**config.mk**
```make
export PLATFORM = sky130hd
export DESIGN_NAME = gpio_seq
export DESIGN_NICKNAME = d
export VERILOG_FILES = /design/src/rtl/gpio_seq_pkg.sv /design/src/rtl/gpio_seq_arb.sv /design/src/rtl/gpio_seq.sv
export SDC_FILE = /design/constraint.sdc
export NUM_CORES = 1
export LEC_CHECK = 0
export ABC_AREA = 1
export CORE_MARGIN = 10
export CORE_UTILIZATION = 55
export CTS_BUF_LIST = sky130_fd_sc_hd__clkbuf_8
export DETAILED_ROUTE_END_ITERATION = 12
export PLACE_DENSITY = 0.81
export RECOVER_POWER = 50
export SLEW_MARGIN = 20
export SYNTH_ARGS = -nofsm -noshare
export SYNTH_HDL_FRONTEND = slang
export SYNTH_SLANG_ARGS = --single-unit
```
**constraint.sdc**
```tcl
create_clock -name clk -period 6.8 [get_ports clk]
set_input_delay 1.36 -clock clk [delete_from_list [all_inputs] [get_ports clk]]
set_output_delay 1.36 -clock clk [all_outputs]
set_load 0.01 [all_outputs]
```
**src/rtl/gpio_seq_pkg.sv**
```systemverilog
// Shared definitions for the GPIO pattern sequencer.
// Holds the register offsets, the CTRL/STATUS bit positions, the entry field
// positions and the sequencer state type.
package gpio_seq_pkg;

    // Offsets within the sequencer register page
    localparam logic [7:0] OFF_CTRL   = 8'h00;
    localparam logic [7:0] OFF_STATUS = 8'h04;
    localparam logic [7:0] OFF_LEN    = 8'h08;
    localparam logic [7:0] OFF_PRESC  = 8'h0C;

    // Offset of the GPIO OUT register inside the GPIO page
    localparam logic [31:0] OFF_GPIO_OUT = 32'h0000_0004;

    // CTRL bits
    localparam int CTRL_EN     = 0;
    localparam int CTRL_LOOP   = 1;
    localparam int CTRL_IRQ_EN = 2;

    // STATUS bits
    localparam int ST_BUSY    = 1'b0;
    localparam int ST_DONE    = 1;
    localparam int ST_STEP    = 2;
    localparam int ST_IDX_LSB = 8;

    // Pattern entry fields
    localparam int ENT_STEP_BIT = 15;
    localparam int ENT_DUR_LSB  = 16;

    typedef enum logic [1:0] {
        IDLE = 2'd0,
        LOAD = 2'd1,
        WAIT = 2'd2
    } seq_state_t;

    // Number of steps actually played for a programmed length
    function automatic logic [4:0] clamp_len(input logic [4:0] len, input logic [4:0] depth);
        return (len > depth) ? depth : len;
    endfunction

endpackage

```
**src/rtl/gpio_seq_arb.sv**
```systemverilog
// GPIO bus arbiter: CPU accesses to the GPIO page pass straight through and
// always win; the sequencer's OUT write is driven only in CPU-free cycles.
// Also selects which read data the CPU sees.
module gpio_seq_arb
    import gpio_seq_pkg::*;
#(
    parameter logic [31:0] GPIO_BASE_ADDR = 32'h4000_1000
) (
    input  logic [31:0] cpu_addr,
    input  logic [31:0] cpu_wdata,
    input  logic        cpu_we,
    input  logic        cpu_re,
    output logic [31:0] cpu_rdata,
    input  logic        seq_hit,
    input  logic [31:0] seq_rdata,
    input  logic        seq_req,
    input  logic [31:0] seq_wdata,
    output logic        seq_grant,
    output logic [31:0] gpio_addr,
    output logic [31:0] gpio_wdata,
    output logic        gpio_we,
    output logic        gpio_re,
    input  logic [31:0] gpio_rdata
);

    logic cpu_gpio;

    assign cpu_gpio  = (cpu_we | cpu_re) && (cpu_addr[31:8] == GPIO_BASE_ADDR[31:8]);
    assign seq_grant = seq_req & ~cpu_gpio;
    assign cpu_rdata = (seq_hit & cpu_re) ? seq_rdata : gpio_rdata;

    // GPIO bus mux: CPU first, then a granted sequencer write, otherwise idle
    always_comb begin
        gpio_addr  = '0;
        gpio_wdata = '0;
        gpio_we    = 1'b0;
        gpio_re    = 1'b0;
        if (cpu_gpio) begin
            gpio_addr  = cpu_addr;
            gpio_wdata = cpu_wdata;
            gpio_we    = cpu_we;
            gpio_re    = cpu_re;
        end else if (seq_grant) begin
            gpio_addr  = GPIO_BASE_ADDR + OFF_GPIO_OUT;
            gpio_wdata = seq_wdata;
            gpio_we    = 1'b1;
        end
    end

endmodule

```
**src/rtl/gpio_seq.sv**
```systemverilog
// Timed GPIO pattern sequencer: plays a table of values onto GPIO OUT with a
// per-entry duration scaled by a prescaler, sharing the GPIO bus with the CPU.
// Optional feature macro: GPIO_SEQ_STEP_IRQ_EN (entry bit 15 raises STEP_FLAG).
module gpio_seq
    import gpio_seq_pkg::*;
#(
    parameter logic [31:0] SEQ_BASE_ADDR  = 32'h4000_2000,
    parameter logic [31:0] GPIO_BASE_ADDR = 32'h4000_1000,
    parameter int          DEPTH          = 8,
    parameter int          OUT_W          = 7
) (
    input  logic        clk,
    input  logic        rst_n,
    input  logic [31:0] cpu_addr,
    input  logic [31:0] cpu_wdata,
    input  logic        cpu_we,
    input  logic        cpu_re,
    output logic [31:0] cpu_rdata,
    output logic [31:0] gpio_addr,
    output logic [31:0] gpio_wdata,
    output logic        gpio_we,
    output logic        gpio_re,
    input  logic [31:0] gpio_rdata,
    output logic        seq_active,
    output logic        seq_irq
);

    localparam int          IW         = $clog2(DEPTH);
    localparam logic [4:0]  DEPTH_L    = 5'(DEPTH);
    localparam logic [31:0] VALUE_MASK = (32'd1 << OUT_W) - 32'd1;
    localparam logic [31:0] ENTRY_MASK = 32'hFFFF_8000 | VALUE_MASK;

    seq_state_t  state_reg, state_next;
    logic        ctrl_en_reg, ctrl_loop_reg, ctrl_irq_en_reg, irq_en_next;
    logic        done_reg, done_next, finish;
    logic        step_flag, step_flag_next;
    logic [4:0]  len_reg, len_shadow_reg;
    logic [15:0] presc_reg, presc_shadow_reg;
    logic [3:0]  index_reg, index_next;
    logic [32:0] timer_reg, timer_next;
    logic        irq_reg;
    logic [31:0] entry_mem [DEPTH];

    // CPU decode of the sequencer page
    logic [7:0]    offset;
    logic          seq_hit, wr, wr_ctrl, wr_status, entry_hit, start, stop;
    logic [IW-1:0] entry_sel;
    logic [31:0]   seq_rdata, seq_wdata;
    logic          seq_req, seq_grant;

    assign offset    = cpu_addr[7:0];
    assign seq_hit   = (cpu_addr[31:8] == SEQ_BASE_ADDR[31:8]);
    assign wr        = cpu_we & seq_hit;
    assign wr_ctrl   = wr && (offset == OFF_CTRL);
    assign wr_status = wr && (offset == OFF_STATUS);
    assign entry_hit = (offset[7:6] == 2'b01) && (offset[1:0] == 2'b00)
                       && ({1'b0, offset[5:2]} < DEPTH_L);
    assign entry_sel = offset[2 +: IW];
    assign start     = wr_ctrl && cpu_wdata[CTRL_EN] && !ctrl_en_reg && (state_reg == IDLE);
    assign stop      = wr_ctrl && !cpu_wdata[CTRL_EN];

    // Current step: its write data and its period in clock cycles
    logic [IW-1:0] cur_idx;
    logic [15:0]   cur_dur;
    logic [16:0]   presc_plus;
    logic [32:0]   period;
    logic          last_step;

    assign cur_idx    = index_reg[IW-1:0];
    assign cur_dur    = entry_mem[cur_idx][ENT_DUR_LSB +: 16];
    assign presc_plus = {1'b0, presc_shadow_reg} + 17'd1;
    assign period     = 33'((cur_dur == 16'd0) ? 16'd1 : cur_dur) * 33'(presc_plus);
    assign last_step  = ({1'b0, index_reg} == (len_shadow_reg - 5'd1));
    assign seq_wdata  = entry_mem[cur_idx] & VALUE_MASK;
    assign seq_req    = (state_reg == LOAD) && !stop;

    gpio_seq_arb #(
        .GPIO_BASE_ADDR(GPIO_BASE_ADDR)
    ) u_arb (
        .cpu_addr  (cpu_addr),
        .cpu_wdata (cpu_wdata),
        .cpu_we    (cpu_we),
        .cpu_re    (cpu_re),
        .cpu_rdata (cpu_rdata),
        .seq_hit   (seq_hit),
        .seq_rdata (seq_rdata),
        .seq_req   (seq_req),
        .seq_wdata (seq_wdata),
        .seq_grant (seq_grant),
        .gpio_addr (gpio_addr),
        .gpio_wdata(gpio_wdata),
        .gpio_we   (gpio_we),
        .gpio_re   (gpio_re),
        .gpio_rdata(gpio_rdata)
    );

    // FSM state register
    always_ff @(posedge clk or negedge rst_n) begin
        if (!rst_n) state_reg <= IDLE;
        else        state_reg <= state_next;
    end

    // FSM next state, step index and timer; the timer holds the cycles left
    // until the next write so that the following LOAD lands exactly one
    // period after the granted write
    always_comb begin
        state_next = state_reg;
        index_next = index_reg;
        timer_next = timer_reg;
        finish     = 1'b0;
        unique case (state_reg)
            IDLE: begin
                if (start) begin
                    if (clamp_len(len_reg, DEPTH_L) == 5'd0) begin
                        finish = 1'b1;
                    end else begin
                        state_next = LOAD;
                        index_next = '0;
                    end
                end
            end
            LOAD, WAIT: begin
                if ((state_reg == LOAD && seq_grant && period == 33'd1) ||
                    (state_reg == WAIT && timer_reg == 33'd1)) begin
                    if (!last_step) begin
                        index_next = index_reg + 4'd1;
                        state_next = LOAD;
                    end else if (ctrl_loop_reg) begin
                        index_next = '0;
                        state_next = LOAD;
                    end else begin
                        finish     = 1'b1;
                        state_next = IDLE;
                    end
                end else if (state_reg == LOAD && seq_grant) begin
                    timer_next = period - 33'd1;
                    state_next = WAIT;
                end else if (state_reg == WAIT) begin
                    timer_next = timer_reg - 33'd1;
                end
            end
            default: state_next = IDLE;
        endcase
        if (stop) begin
            state_next = IDLE;
            finish     = 1'b0;
        end
    end

    assign done_next   = finish | (done_reg & ~(wr_status & cpu_wdata[ST_DONE]));
    assign irq_en_next = wr_ctrl ? cpu_wdata[CTRL_IRQ_EN] : ctrl_irq_en_reg;

`ifdef GPIO_SEQ_STEP_IRQ_EN
    logic step_reg;
    assign step_flag_next = (seq_grant & entry_mem[cur_idx][ENT_STEP_BIT])
                            | (step_reg & ~(wr_status & cpu_wdata[ST_STEP]));
    assign step_flag      = step_reg;

    // Step flag: set by a granted write of a flagged entry, set beats W1C
    always_ff @(posedge clk or negedge rst_n) begin
        if (!rst_n) step_reg <= 1'b0;
        else        step_reg <= step_flag_next;
    end
`else
    assign step_flag_next = 1'b0;
    assign step_flag      = 1'b0;
`endif

    // Register file, start shadows, pattern table and interrupt
    always_ff @(posedge clk or negedge rst_n) begin
        if (!rst_n) begin
            ctrl_en_reg      <= 1'b0;
            ctrl_loop_reg    <= 1'b0;
            ctrl_irq_en_reg  <= 1'b0;
            done_reg         <= 1'b0;
            len_reg          <= '0;
            len_shadow_reg   <= '0;
            presc_reg        <= '0;
            presc_shadow_reg <= '0;
            index_reg        <= '0;
            timer_reg        <= '0;
            irq_reg          <= 1'b0;
            for (int i = 0; i < DEPTH; i++) entry_mem[i] <= '0;
        end else begin
            if (wr_ctrl) begin
                ctrl_en_reg   <= cpu_wdata[CTRL_EN];
                ctrl_loop_reg <= cpu_wdata[CTRL_LOOP];
            end
            if (finish) ctrl_en_reg <= 1'b0;
            ctrl_irq_en_reg <= irq_en_next;
            done_reg        <= done_next;
            if (wr && offset == OFF_LEN)   len_reg   <= cpu_wdata[4:0];
            if (wr && offset == OFF_PRESC) presc_reg <= cpu_wdata[15:0];
            if (wr && entry_hit)           entry_mem[entry_sel] <= cpu_wdata & ENTRY_MASK;
            if (start) begin
                len_shadow_reg   <= clamp_len(len_reg, DEPTH_L);
                presc_shadow_reg <= presc_reg;
            end
            index_reg <= index_next;
            timer_reg <= timer_next;
            irq_reg   <= irq_en_next & (done_next | step_flag_next);
        end
    end

    // Combinational register read-back
    always_comb begin
        seq_rdata = '0;
        if (entry_hit) begin
            seq_rdata = entry_mem[entry_sel];
        end else begin
            case (offset)
                OFF_CTRL:   seq_rdata = {29'd0, ctrl_irq_en_reg, ctrl_loop_reg, ctrl_en_reg};
                OFF_STATUS: seq_rdata = {20'd0, index_reg, 5'd0, step_flag, done_reg,
                                         (state_reg != IDLE)};
                OFF_LEN:    seq_rdata = {27'd0, len_reg};
                OFF_PRESC:  seq_rdata = {16'd0, presc_reg};
                default:    seq_rdata = '0;
            endcase
        end
    end

    assign seq_active = (state_reg != IDLE);
    assign seq_irq    = irq_reg;

endmodule

```
==> results of run 1 <==
## stage by stage
step,power (mW),area (µm²),TNS (ps)
finish,3.44,33500,-30400
global route,3.54,33500,-48040
CTS,3.45,32800,-14110
detailed placement,1.90,31300,-26600
global placement,1.90,31300,-17910
floorplan,1.76,26900,-4.82
## worst reg2reg max path, delay by kind of cell (launching register included)
family,cells,cell delay [ps]
AND/OR/NAND/NOR,21,2340
buffers and inverters,10,1230
flip-flops,1,410
adder cells (fa/ha/maj),7,3340
XOR/XNOR,1,190
## metal layers
layer | vias to the layer above | global-route usage | part of all wire
met5 | - | 0 | 0
met4 | 0 | 0.126 | 0.045
met3 | 304 | 0.0585 | 0.10
met2 | 1518 | 0.508 | 0.47
met1 | 12700 | 0.385 | 0.38
li1 | 12500 | - | -
## layout by cell type, fill, tap and decap left out, types with 8 or more instances in the layout
cell,synthesis,layout
a22oi_1,21,20
clkdlybuf4s50_1,0,173
inv_2,16,42
ha_4,0,15
nor3_1,17,15
nor2_1,367,324
nand2_1,1042,951
nor2_4,1,33
o2bb2ai_1,19,19
xor2_1,39,36
fa_1,208,200
nand3_4,1,8
buf_12,0,20
o22ai_1,12,12
o21ai_1,37,34
dfrtp_1,278,276
nand2_4,0,27
buf_6,8,13
o2111ai_1,12,12
xnor2_1,26,23
nor2_2,15,27
nand3_1,89,77
a221oi_1,14,14
buf_4,30,339
o21ai_2,3,12
nand4_1,34,34
nand3_2,4,9
o211ai_1,30,30
fa_2,0,8
a21oi_1,102,98
nand3b_1,13,13
o21ai_0,340,334
conb_1,1,22
o31ai_1,10,10
nand2_2,18,82
ha_1,116,100
inv_1,589,573
clkbuf_8,0,60
## worst max-delay path by stage
stage	from	end	slack (ps)	cells after the start
floorplan	presc_shadow_reg[0]$_DFFE_PN0P_	timer_reg[30]$_DFFE_PN0P_	-5	43
CTS	presc_shadow_reg[0]$_DFFE_PN0P_	index_reg[3]$_DFFE_PN0P_	-390	43
global route	presc_shadow_reg[1]$_DFFE_PN0P_	timer_reg[20]$_DFFE_PN0P_	-1140	39
finish	presc_shadow_reg[1]$_DFFE_PN0P_	timer_reg[10]$_DFFE_PN0P_	-840	39
global placement	presc_shadow_reg[1]$_DFFE_PN0P_	timer_reg[31]$_DFFE_PN0P_	-510	41
detailed placement	presc_shadow_reg[0]$_DFFE_PN0P_	timer_reg[31]$_DFFE_PN0P_	-720	43
## final cells by class
type | count | area, µm² | share of cell area
inverter | 611 | 2330 | 0.0694
clock buffer | 60 | 826 | 0.0246
timing repair inverter | 2 | 27.5 | 0.000821
clock inverter | 22 | 145 | 0.00433
sequential | 278 | 6960 | 0.208
multi-input combinational | 2661 | 17500 | 0.523
timing repair buffer | 560 | 4950 | 0.148
tap | 615 | 769 | 0.0229
## timing repair
action | CTS | global route
setup endpoints to repair | 42 | 42
hold buffers | 0 | 0
resized for setup | 111 | 156
pin swaps | 41 | 78
cloned | 3 | 2
buffers inserted | 14 | 27
## where the power goes
group | switching (mW) | internal (mW) | leakage, nW
registers | 0.00000000720 | 1.66 | 3.80
logic | 0.133 | 0.0825 | 12.5
clock network | 0.732 | 0.835 | 0.549
## logic make-up after synthesis
family / after synthesis / share of synthesized area
other: 1 / 0.000141
xor gates and xnor gates: 67 / 0.0227
DFF: 278 / 0.262
buffers and inverters: 798 / 0.121
AOI/OAI and AO/OA: 626 / 0.134
and+or+nand+nor: 1621 / 0.248
adders and majority gates: 324 / 0.212
==> metrics.yaml, run 1 <==
outcome:
  status: "complete, but fails checks"
  violations: "max-capacitance violations, max-slew violations, negative setup slack"
clocking:
  tritoncts: "done"
  cts_buffers: 48
  clk_pin_slew_ps: 60
  cts.path.max_buffers: 3
  h-tree-depth: 2
  cts_sinks: 278
  clk_latency_ps: 660
  cts_root_buffer: "clkbuf_8"
cells_and_area:
  fin_util: 0.702
  final_cells: 4809
  drive_above_1_share: 0.177
  n_antenna_cell: 0
  largest_reg_flops: 192
  area_growth_syn_to_layout_pct: 26.5
  fillers: 3736
  nets: 4586
worst_setup_path:
  reg2reg_depth: 39
  ff2ff_setup_slack_ps: -840
  reg2reg_to: "timer_reg[10]$_DFFE_PN0P_"
  cpLargestDelayFamily: "adder cells"
  path_class: "register to register"
  crit_path_max_fanout: 16
  arrival_ps: 8150
  start_kind: "register"
  cp_common_cell: "nand2_1"
  critPathBufInv: 10
  reg2reg_from: "presc_shadow_reg[1]$_DFFE_PN0P_"
  required_ps: 7310
  cpPeakStageDelay_ps: 590
  crit_slowest_cell: "fa_1"
  end_kind: "register"
placement:
  port_buffers: 177
  placed_cells: 4682
  dp_slack_ps: -715
  place.gp.congestion: 1.01
  dp_hpwl_um: 66000
timing:
  finalCritPeriodShare: 1.12
  period_needed_ps: 7640
  clock-skew-final_ps: 35.7
  tightestPinTransition_ps: 4050
  hold_viol: 0
  slew_viol_final: 223
  hold_ws_ps: 485
  fin_ws_ps: -837
  relSlewSlack: -1.70
  setup_violations: 42
  clock.fmax_mhz: 131
  rsz0062_at_grt: "true"
logic_synthesis:
  synth_cell_types: 57
  syn_area_per_cell_um2: 7.14
  yosys-top-cells-area: "dfrtp_1 (26%), fa_1 (16%), nand2_1 (15%)"
  synth_area_um2: 26500
  ys_top_cells_by_count: "nand2_1 (1042), inv_1 (589), nor2_1 (367), o21ai_0 (340), dfrtp_1 (278)"
  synth_edf_count: 0
  async_flop_share: 1.00
  yosysWarningCount: 0
  synth_flop_cell: "dfrtp_1"
  synthCells: 3715
  synth.most_common_cell: "nand2_1"
  yosysSeqAreaShare: 0.262
  synth_top_area_share: 0.262
  yosysTopAreaCell: "dfrtp_1"
  ys_ff_latch: 278
detailed_routing:
  postRouteAntennaNets: 0
  routedWlPerCell_um: 18.6
  drtPass1Iterations: 9
  drt_iter0_markers: 2606
  finalWirelength_um: 89200
  drc: 0
  vias: 27000
  vias_per_cell: 5.61
global_route:
  grt_max_degree: 147
  grt_usage: 0.306
  grt_overflow: 0
  antenna_found_initial: 0
  grt_pass1_vias: 26500
  grt_pass1_wl_um: 140000
floorplanning:
  design.core.area_um2: 47700
  start_util: 0.555
  die_x_um: 240
  dieHeight_um: 240
  io_pins: 200
  die_area_um2: 57400
  num_rows: 80
run:
  maxCapViolations: 3
pwr:
  power.leakage_nw: 16.9
  peakVddDrop_v: 0.000172
  cellPowerDensity_nw_per_um2: 102
hold_path:
  hold_path_class: "register to register"
  holdPathStages: 2
  holdPathEnd: "entry_mem[21]$_DFFE_PN0P_"
  min_from: "entry_mem[21]$_DFFE_PN0P_"
Note: power is estimated with default switching activity, not from simulation.
==> run 2: changes to the inputs <==
--- a/config.mk
+++ b/config.mk
@@ -10,6 +10,7 @@
 export CORE_UTILIZATION = 55
 export CTS_BUF_LIST = sky130_fd_sc_hd__clkbuf_8
 export DETAILED_ROUTE_END_ITERATION = 12
+export HOLD_SLACK_MARGIN = 0.1
 export PLACE_DENSITY = 0.81
 export RECOVER_POWER = 50
 export SLEW_MARGIN = 20
==> results of run 2 <==
No change in the layout: final DEF, timing and power equal those of run 1.
